===== src/rtl/mac_result_collector.sv =====
// -----------------------------------------------------------------------------
// mac_result_collector
//
// Read end of the MAC operand-feed/accumulate protocol. Watches the
// accumulator value (Holder) and the window marker (AccumReset). Each time a
// window closes, the final sum and the number of qualified beats in that
// window are captured into a small FIFO, which is streamed out on a
// valid/ready interface.
//
// Ports:
//   Clk         - system clock, rising edge
//   Reset       - synchronous, active-high reset
//   AccumReset  - window marker; high = accumulator clears at end of cycle
//   In_Valid    - operands presented this cycle are a real beat
//   Holder      - current accumulator value (WIDTH bits)
//   Out_Ready   - downstream accepts the head entry
//   Out_Valid   - FIFO not empty
//   Out_Data    - window sum at the FIFO head (0 when empty)
//   Out_Count   - beat count of the head window (0 when empty)
//   Fifo_Level  - number of stored entries, 0..DEPTH
//   Overflow    - sticky: a window was dropped because the FIFO was full
// -----------------------------------------------------------------------------
module mac_result_collector #(
    parameter int WIDTH = 32,
    parameter int CNT_W = 8,
    parameter int DEPTH = 4
) (
    input  logic                     Clk,
    input  logic                     Reset,
    input  logic                     AccumReset,
    input  logic                     In_Valid,
    input  logic [WIDTH-1:0]         Holder,
    input  logic                     Out_Ready,
    output logic                     Out_Valid,
    output logic [WIDTH-1:0]         Out_Data,
    output logic [CNT_W-1:0]         Out_Count,
    output logic [$clog2(DEPTH):0]   Fifo_Level,
    output logic                     Overflow
);

    localparam int AW = $clog2(DEPTH);

    typedef enum logic {
        IDLE,
        OPEN
    } state_t;

    state_t                   state;
    logic [CNT_W-1:0]         beatCnt;
    logic [AW-1:0]            wrPtr;
    logic [AW-1:0]            rdPtr;
    logic [AW:0]              level;
    logic [CNT_W+WIDTH-1:0]   mem [DEPTH];

    logic push;
    logic pop;
    logic full;
    logic writeEn;

    // NOTE: every signal driven in always_comb gets a default first, so no
    // path through the block can leave it unassigned and infer a latch.
    always_comb begin
        push    = 1'b0;
        pop     = 1'b0;
        full    = 1'b0;
        writeEn = 1'b0;
        push    = (state == OPEN) && AccumReset;
        full    = (level == (AW+1)'(DEPTH));
        pop     = (level != '0) && Out_Ready;
        // A close into a full FIFO still lands if the head leaves this cycle.
        writeEn = push && (!full || pop) && !Reset;
    end

    // NOTE: sequential state uses non-blocking assignments so every register
    // samples the pre-edge values of the others, independent of statement order.
    always_ff @(posedge Clk) begin
        if (Reset) begin
            state    <= IDLE;
            beatCnt  <= '0;
            wrPtr    <= '0;
            rdPtr    <= '0;
            level    <= '0;
            Overflow <= 1'b0;
        end else begin
            case (state)
                IDLE: begin
                    if (AccumReset) begin
                        state   <= OPEN;
                        beatCnt <= '0;
                    end
                end
                OPEN: begin
                    // The marker cycle starts the next window, so a beat
                    // qualified alongside it is not counted anywhere.
                    if (AccumReset) begin
                        beatCnt <= '0;
                    end else if (In_Valid && (beatCnt != '1)) begin
                        beatCnt <= beatCnt + CNT_W'(1);
                    end
                end
                default: state <= IDLE;
            endcase

            if (writeEn) begin
                wrPtr <= wrPtr + AW'(1);
            end
            if (pop) begin
                rdPtr <= rdPtr + AW'(1);
            end

            if (writeEn && !pop) begin
                level <= level + (AW+1)'(1);
            end else if (!writeEn && pop) begin
                level <= level - (AW+1)'(1);
            end

            if (push && full && !pop) begin
                Overflow <= 1'b1;
            end
        end
    end

    // NOTE: the storage array has no reset; the pointers and level define
    // which entries are meaningful, and the outputs are masked while empty.
    always_ff @(posedge Clk) begin
        if (writeEn) begin
            mem[wrPtr] <= {beatCnt, Holder};
        end
    end

    assign Out_Valid  = (level != '0);
    assign Out_Data   = Out_Valid ? mem[rdPtr][WIDTH-1:0] : '0;
    assign Out_Count  = Out_Valid ? mem[rdPtr][WIDTH +: CNT_W] : '0;
    assign Fifo_Level = level;

endmodule


===== config.mk =====
export PLATFORM = sky130hd
export DESIGN_NAME = mac_result_collector
export DESIGN_NICKNAME = d
export VERILOG_FILES = /design/src/rtl/mac_result_collector.sv
export SDC_FILE = /design/constraint.sdc
export NUM_CORES = 1
export LEC_CHECK = 0
export CAP_MARGIN = 20
export CORE_MARGIN = 2
export CORE_UTILIZATION = 45
export CTS_CLUSTER_SIZE = 40
export DETAILED_ROUTE_END_ITERATION = 7
export DONT_BUFFER_PORTS = 1
export GPL_ROUTABILITY_DRIVEN = 1
export HOLD_SLACK_MARGIN = 0.12
export PLACE_DENSITY = 0.65
export SLEW_MARGIN = 20
export SYNTH_ARGS = -nofsm -noshare
export SYNTH_HDL_FRONTEND = slang
export SYNTH_SLANG_ARGS = --single-unit

===== constraint.sdc =====
create_clock -name Clk -period 4.7 [get_ports Clk]
set_clock_uncertainty 0.2 [all_clocks]
set_input_delay 0.94 -clock Clk [delete_from_list [all_inputs] [get_ports Clk]]
set_output_delay 0.94 -clock Clk [all_outputs]
set_load 0.02 [all_outputs]

==> results of run 1 <==
-- report_power, final --
group	total, W	switching [W]	internal, W
clock network	0.00141	0.000571	0.000835
logic	0.000823	0.000551	0.000272
registers	0.00190	0.000130	0.00177
total	0.00413	0.00125	0.00288
-- stage by stage --
| stage | instances | hold slack (ps) |
|---|---|---|
| after detailed placement | 556 | 310.1 |
| after floorplan | 357 | 284.7 |
| after global routing | 588 | 354.3 |
| after CTS | 588 | 332.5 |
| after global placement | 556 | 294.2 |
| final | 588 | 326.2 |
-- cells in the final DEF, fill, tap and decap left out, types with 3 or more instances in the layout --
cell type,count
clkbuf_16,21
nor2b_1,36
nand4_1,3
xor2_1,4
buf_4,5
ha_1,6
nand2_1,6
mux2i_1,3
and4_1,3
edfxtp_1,160
and2_2,4
dfxtp_1,17
nor2_1,9
mux4_2,40
inv_1,4
nor3_1,4
nor2b_4,4
a211oi_1,5
inv_4,3
a21oi_1,8
or3_1,3
-- state kept, by name, summed over array words and instances, names as in the netlist, named ones only --
signal      count
mem           160
beatCnt         8
Fifo_Level      3
rdPtr           2
wrPtr           2
Overflow        1
state           1
-- layer usage --
metal  vias up  part of all wire, %  track usage [%]
met5         -                    0                0
met4         0                  1.5            5.882
met3        18                  7.0            5.987
met2        82                   48            23.81
met1      1645                   43            19.23
li1       1441                    -                -
-- critical path, stage by stage, from the launching register on --
cell and delay, ps:
dfxtp_1 490, nor3_4 790, buf_4 450, nor2b_1 200
-- worst min-delay path by stage --
stage	slack, ps	startpoint	endpoint
2_1_floorplan	280	rdPtr[1]$_SDFFE_PP0N_	flip-flop
5_1_grt	350	Reset	flip-flop
3_3_place_gp	290	wrPtr[1]$_SDFFE_PP0P_	wrPtr[1]$_SDFFE_PP0P_
6_report	330	wrPtr[1]$_SDFFE_PP0P_	wrPtr[1]$_SDFFE_PP0P_
4_1_cts	330	wrPtr[1]$_SDFFE_PP0P_	wrPtr[1]$_SDFFE_PP0P_
3_5_place_dp	310	rdPtr[1]$_SDFFE_PP0N_	flip-flop
-- cell type report --
type	instances	area (um2)	area share, %
multi-input cells	156	1739	22.12
clock inverters	8	55.05	0.7001
inverters	5	18.77	0.2387
well taps	211	264.0	3.357
repair buffers	5	37.54	0.4773
clock buffers	24	556.8	7.080
flip-flops and latches	179	5192	66.03
-- cell families after synthesis --
group / Yosys count / synth area share, %
XOR/XNOR: 4 / 0.4949
AND/OR/NAND/NOR: 80 / 7.389
multiplexers: 43 / 13.15
buffers and inverters: 22 / 2.333
adder cells (fa/ha/maj): 7 / 1.343
flip-flops: 179 / 73.25
AO/OA/AOI/OAI: 22 / 2.033
==> impl_metrics.py, run 1 <==
metrics = {
    "global_routing": {
        "grt_overflow": 0,
        "antenna_found_initial": 0,
        "grt_start_max_net_pins": 41,
        "grt_pass1_wl_um": 18440,
        "grtUsageTotal_pct": 15.18,
        "grt_pass1_vias": 3345,
    },
    "routing": {
        "ant_nets": 0,
        "drt-vias-per-instance": 5.418,
        "first_iter_violations": 198,
        "wl_um": 12030,
        "drc_errors": 0,
        "post_drt_wl_per_cell_um": 20.46,
        "vias": 3186,
        "drtPass1Iterations": 4,
    },
    "synthesis": {
        "synth_top_area_share_pct": 67.88,
        "postSynthRegisterBits": 179,
        "synth_area_mm2": 0.007078,
        "synthesis.instances": 357,
        "postSynth.asyncResetShare_pct": 0,
        "synth.net_count": 401,
        "synth_edf_count": 160,
        "yosysWarnings": 0,
        "ys.flop_type": "edfxtp_1",
        "yosys.area.top_type": "edfxtp_1",
        "synth_area_leaders": "edfxtp_1 68%, mux4_2 13%, dfxtp_1 5.4%, nor2b_1 3.2%, buf_12 1.1%",
        "seq_area_frac_synth_pct": 73.25,
        "yosysUniqueCellTypes": 37,
        "syn_area_per_cell_um2": 19.83,
        "synth.most_common_cell": "edfxtp_1",
        "synth_commonest_cells": "160 x edfxtp_1, 40 x mux4_2, 36 x nor2b_1",
    },
    "critical_path": {
        "path_class": "reg2out",
        "r2r-start": "Fifo_Level[0]$_SDFFE_PP0P_",
        "rrSetupSlack_ps": 1880,
        "cp_max_fo": 29,
        "crit_start": "Fifo_Level[0]$_SDFFE_PP0P_",
        "worstPathArrival_ps": 2390,
        "crit_path_end_kind": "primary output",
        "reg2reg_to": "mem[2][20]$_DFFE_PP_",
        "worst_setup_path_start_kind": "flip-flop",
        "cp-endpoint": "Out_Data[11]",
        "crit_required_ps": 3560,
        "reg2reg_depth": 4,
    },
    "min_path": {
        "whs_path_depth": 2,
        "holdCritPathClass": "reg2reg",
    },
    "placement": {
        "place_ws_ps": 1571,
        "place.gp.congestion": 0.7233,
        "place_area_mm2": 0.007252,
        "numPortBuffers": 0,
        "place_hpwl_um": 7146,
    },
    "clock_network": {
        "clock_sinks": 179,
        "clk_latency_ps": 420,
        "cts_made_buffers": 17,
        "root_buffer": "clkbuf_16",
        "cts_resized": 0,
        "cts_hold_buf": 0,
        "post_cts_buffers": 0,
        "clk_pin_slew_ps": 60,
        "h-tree-depth": 4,
        "cts_tree": "done",
        "clk_path_buf_depth": 2,
    },
    "die": {
        "die_w_um": 129.4,
        "die-area_mm2": 0.01675,
        "io_pins": 82,
        "core_mm2": 0.01526,
        "rows": 45,
        "die_y_um": 129.4,
        "start_util_pct": 46.39,
    },
    "power_and_ir_drop": {
        "total_power_w": 0.004127,
        "peakVddDrop_uv": 282.0,
        "p_leak_nw": 2.452,
        "powerDensity_mw_per_mm2": 524.8,
    },
    "cells_and_area": {
        "diodes": 0,
        "synthToLayoutAreaGrowth_pct": 11.10,
        "fin_nets": 408,
        "stdcell_area_mm2": 0.007864,
        "drive_gt1_share_pct": 24.14,
        "fin_util_pct": 51.54,
        "fill_cells": 1219,
    },
    "timing": {
        "period_share_pct": 75.16,
        "final-hold-violation-count": 0,
        "tightestPinTransition_ps": 869.2,
        "rsz0062_at_grt": "no",
        "setup_ws_ps": 1167,
        "setup_viol_count_final": 0,
        "tns_ps": 0,
        "min_period_ps": 3533,
        "timing.slew.headroom_pct": 42.06,
        "slew_viol_final": 0,
        "fmax_mhz": 283.1,
    },
    "flow_run": {
        "cap_violations": 0,
    },
    "outcome": {
        "outcome": "completed",
    },
}
Note: power is estimated with default switching activity, not from simulation.
==> inputs of run 2 (changes only) <==
--- a/config.mk
+++ b/config.mk
@@ -13,7 +13,7 @@
 export DONT_BUFFER_PORTS = 1
 export GPL_ROUTABILITY_DRIVEN = 1
 export HOLD_SLACK_MARGIN = 0.12
-export PLACE_DENSITY = 0.65
+export PLACE_DENSITY = 0.67
 export SLEW_MARGIN = 20
 export SYNTH_ARGS = -nofsm -noshare
 export SYNTH_HDL_FRONTEND = slang
==> constraint.sdc (replaced) <==
create_clock -name Clk -period 3.1 [get_ports Clk]
set_clock_uncertainty 0.2 [all_clocks]
set_input_delay 0.62 -clock Clk [delete_from_list [all_inputs] [get_ports Clk]]
set_output_delay 0.62 -clock Clk [all_outputs]
set_load 0.02 [all_outputs]
==> run 2 against run 1 <==
Worst setup slack worse by 900 ps. Design area is 5.9% higher. Sequential share of layout area is 3.7 points lower.
==> impl_metrics.py, run 2 (synthesized netlist as in run 1, its figures left out) <==
metrics = {
    "outcome": {
        "outcome": "completed",
    },
    "cells_and_area": {
        "synthToLayoutAreaGrowth_pct": 17.62,
        "fin_util_pct": 54.56,
        "largest_register": "mem",
        "largest_reg_flops": 160,
        "layout_common_cells": "160 x edfxtp_1, 40 x mux4_2, 36 x nor2b_1",
        "stdcell_area_mm2": 0.008325,
        "fin_nets": 448,
        "fill_cells": 1167,
        "diodes": 0,
        "final_common_cell": "edfxtp_1",
        "drive_gt1_share_pct": 22.78,
        "multi_input_area_mm2": 0.001739,
        "seq_area_mm2": 0.005190,
    },
    "placement": {
        "place_hpwl_um": 7038,
        "numPortBuffers": 0,
        "place_area_mm2": 0.007370,
        "place.gp.congestion": 0.7848,
    },
    "min_path": {
        "holdCritPathClass": "in2reg",
        "hold_end": "Overflow$_SDFFE_PP0P_",
        "hp-start": "AccumReset",
        "whs_path_depth": 2,
    },
    "clock_network": {
        "clk_path_buf_depth": 2,
        "cts_made_buffers": 17,
        "root_buffer": "clkbuf_16",
        "clk_latency_ps": 430,
        "cts_resized": 0,
        "clk_pin_slew_ps": 60,
        "clock_sinks": 179,
        "cts_tree": "done",
        "h-tree-depth": 4,
    },
    "die": {
        "core_mm2": 0.01526,
        "die-area_mm2": 0.01675,
        "rows": 45,
        "start_util_pct": 46.39,
        "io_pins": 82,
        "die_y_um": 129.4,
        "die_w_um": 129.4,
    },
    "global_routing": {
        "grt_pass1_wl_um": 18700,
        "grtUsageTotal_pct": 15.42,
        "antenna_found_initial": 0,
        "grt_pass1_vias": 3427,
        "grt_overflow": 0,
        "grt_start_max_net_pins": 41,
    },
    "critical_path": {
        "crit_path_end_kind": "primary output",
        "path_class": "reg2out",
        "reg2reg_to": "Fifo_Level[2]$_SDFFE_PP0P_",
        "worstPathArrival_ps": 2010,
        "r2r-start": "Fifo_Level[1]$_SDFFE_PP0P_",
        "rrSetupSlack_ps": 400,
        "cp_max_fo": 22,
        "worst_setup_path_start_kind": "flip-flop",
        "crit_required_ps": 2280,
        "reg2reg_depth": 8,
    },
    "timing": {
        "timing.slew.headroom_pct": 61.99,
        "min_period_ps": 2831,
        "period_share_pct": 91.31,
        "tightestPinTransition_ps": 569.4,
        "tns_ps": 0,
        "rsz0062_at_grt": "no",
        "final-hold-violation-count": 0,
        "slew_viol_final": 0,
        "setup_viol_count_final": 0,
        "fmax_mhz": 353.3,
    },
    "routing": {
        "first_iter_violations": 208,
        "drt-vias-per-instance": 5.344,
        "wl_um": 12080,
        "drc_errors": 0,
        "ant_nets": 0,
        "post_drt_wl_per_cell_um": 19.23,
        "vias": 3356,
        "drtPass1Iterations": 6,
    },
    "power_and_ir_drop": {
        "p_leak_nw": 2.625,
        "powerDensity_mw_per_mm2": 777.3,
        "peakVddDrop_uv": 497.4,
    },
    "flow_run": {
        "cap_violations": 0,
    },
}
## run 2: area by class of cell
type / count / area share, %
clock buffers: 18 / 5.155
well taps: 211 / 3.171
multi-input cells: 156 / 20.89
repair buffers: 45 / 5.981
inverters: 5 / 0.2254
flip-flops and latches: 179 / 62.34
clock inverters: 14 / 2.239
## run 2: timing repair
item                                    in CTS  in global routing
buffers inserted                             0                  0
endpoints found under the setup margin       0                  0
hold endpoints to repair                   139                  0
hold buffers                                34                  0
## run 2: worst max path at each step
| stage | end | slack (ps) | from |
|---|---|---|---|
| global route | Out_Count[1] | 120 | flip-flop |
| global placement | Fifo_Level[2]$_SDFFE_PP0P_ | 540 | Fifo_Level[1]$_SDFFE_PP0P_ |
| floorplan | mem[0][0]$_DFFE_PP_ | 500 | Fifo_Level[0]$_SDFFE_PP0P_ |
| finish | Out_Count[1] | 270 | flip-flop |
| CTS | Out_Count[1] | 190 | flip-flop |
| detailed placement | Fifo_Level[2]$_SDFFE_PP0P_ | 380 | Fifo_Level[1]$_SDFFE_PP0P_ |
## run 2: where the power goes
part	internal (W)	switching, W	total, W
sequential	0.00268	0.000120	0.00280
combinational	0.000490	0.000971	0.00146
clock	0.00134	0.000868	0.00221
## run 2: through the flow
| stage | setup slack [ps] | hold slack [ps] | total power, W | cells |
|---|---|---|---|---|
| 2_1_floorplan | 497.8 | 284.7 | 0.004036 | 357 |
| 3_3_place_gp | 536.8 | 300.3 | 0.004283 | 562 |
| 3_5_place_dp | 381.9 | 320.5 | 0.004306 | 562 |
| 4_1_cts | 186.9 | 130.0 | 0.006564 | 628 |
| 5_1_grt | 117.5 | 159.3 | 0.006736 | 628 |
| 6_report | 269.3 | 165.0 | 0.006471 | 628 |
## run 2: layer usage
metal  global-route usage (%)  vias to the layer above  wire [um]
li1                         -                     1526          -
met1                    19.37                     1730       5294
met2                    24.67                       83       5982
met3                    5.491                       17        630
met4                    6.262                        0        168
met5                        0                        -          0
## run 2: worst max-delay path, cell delays in order, from the launching register on
cell     delay, ps
dfxtp_2        670
buf_12         260
mux4_2         210
nor2b_1        430
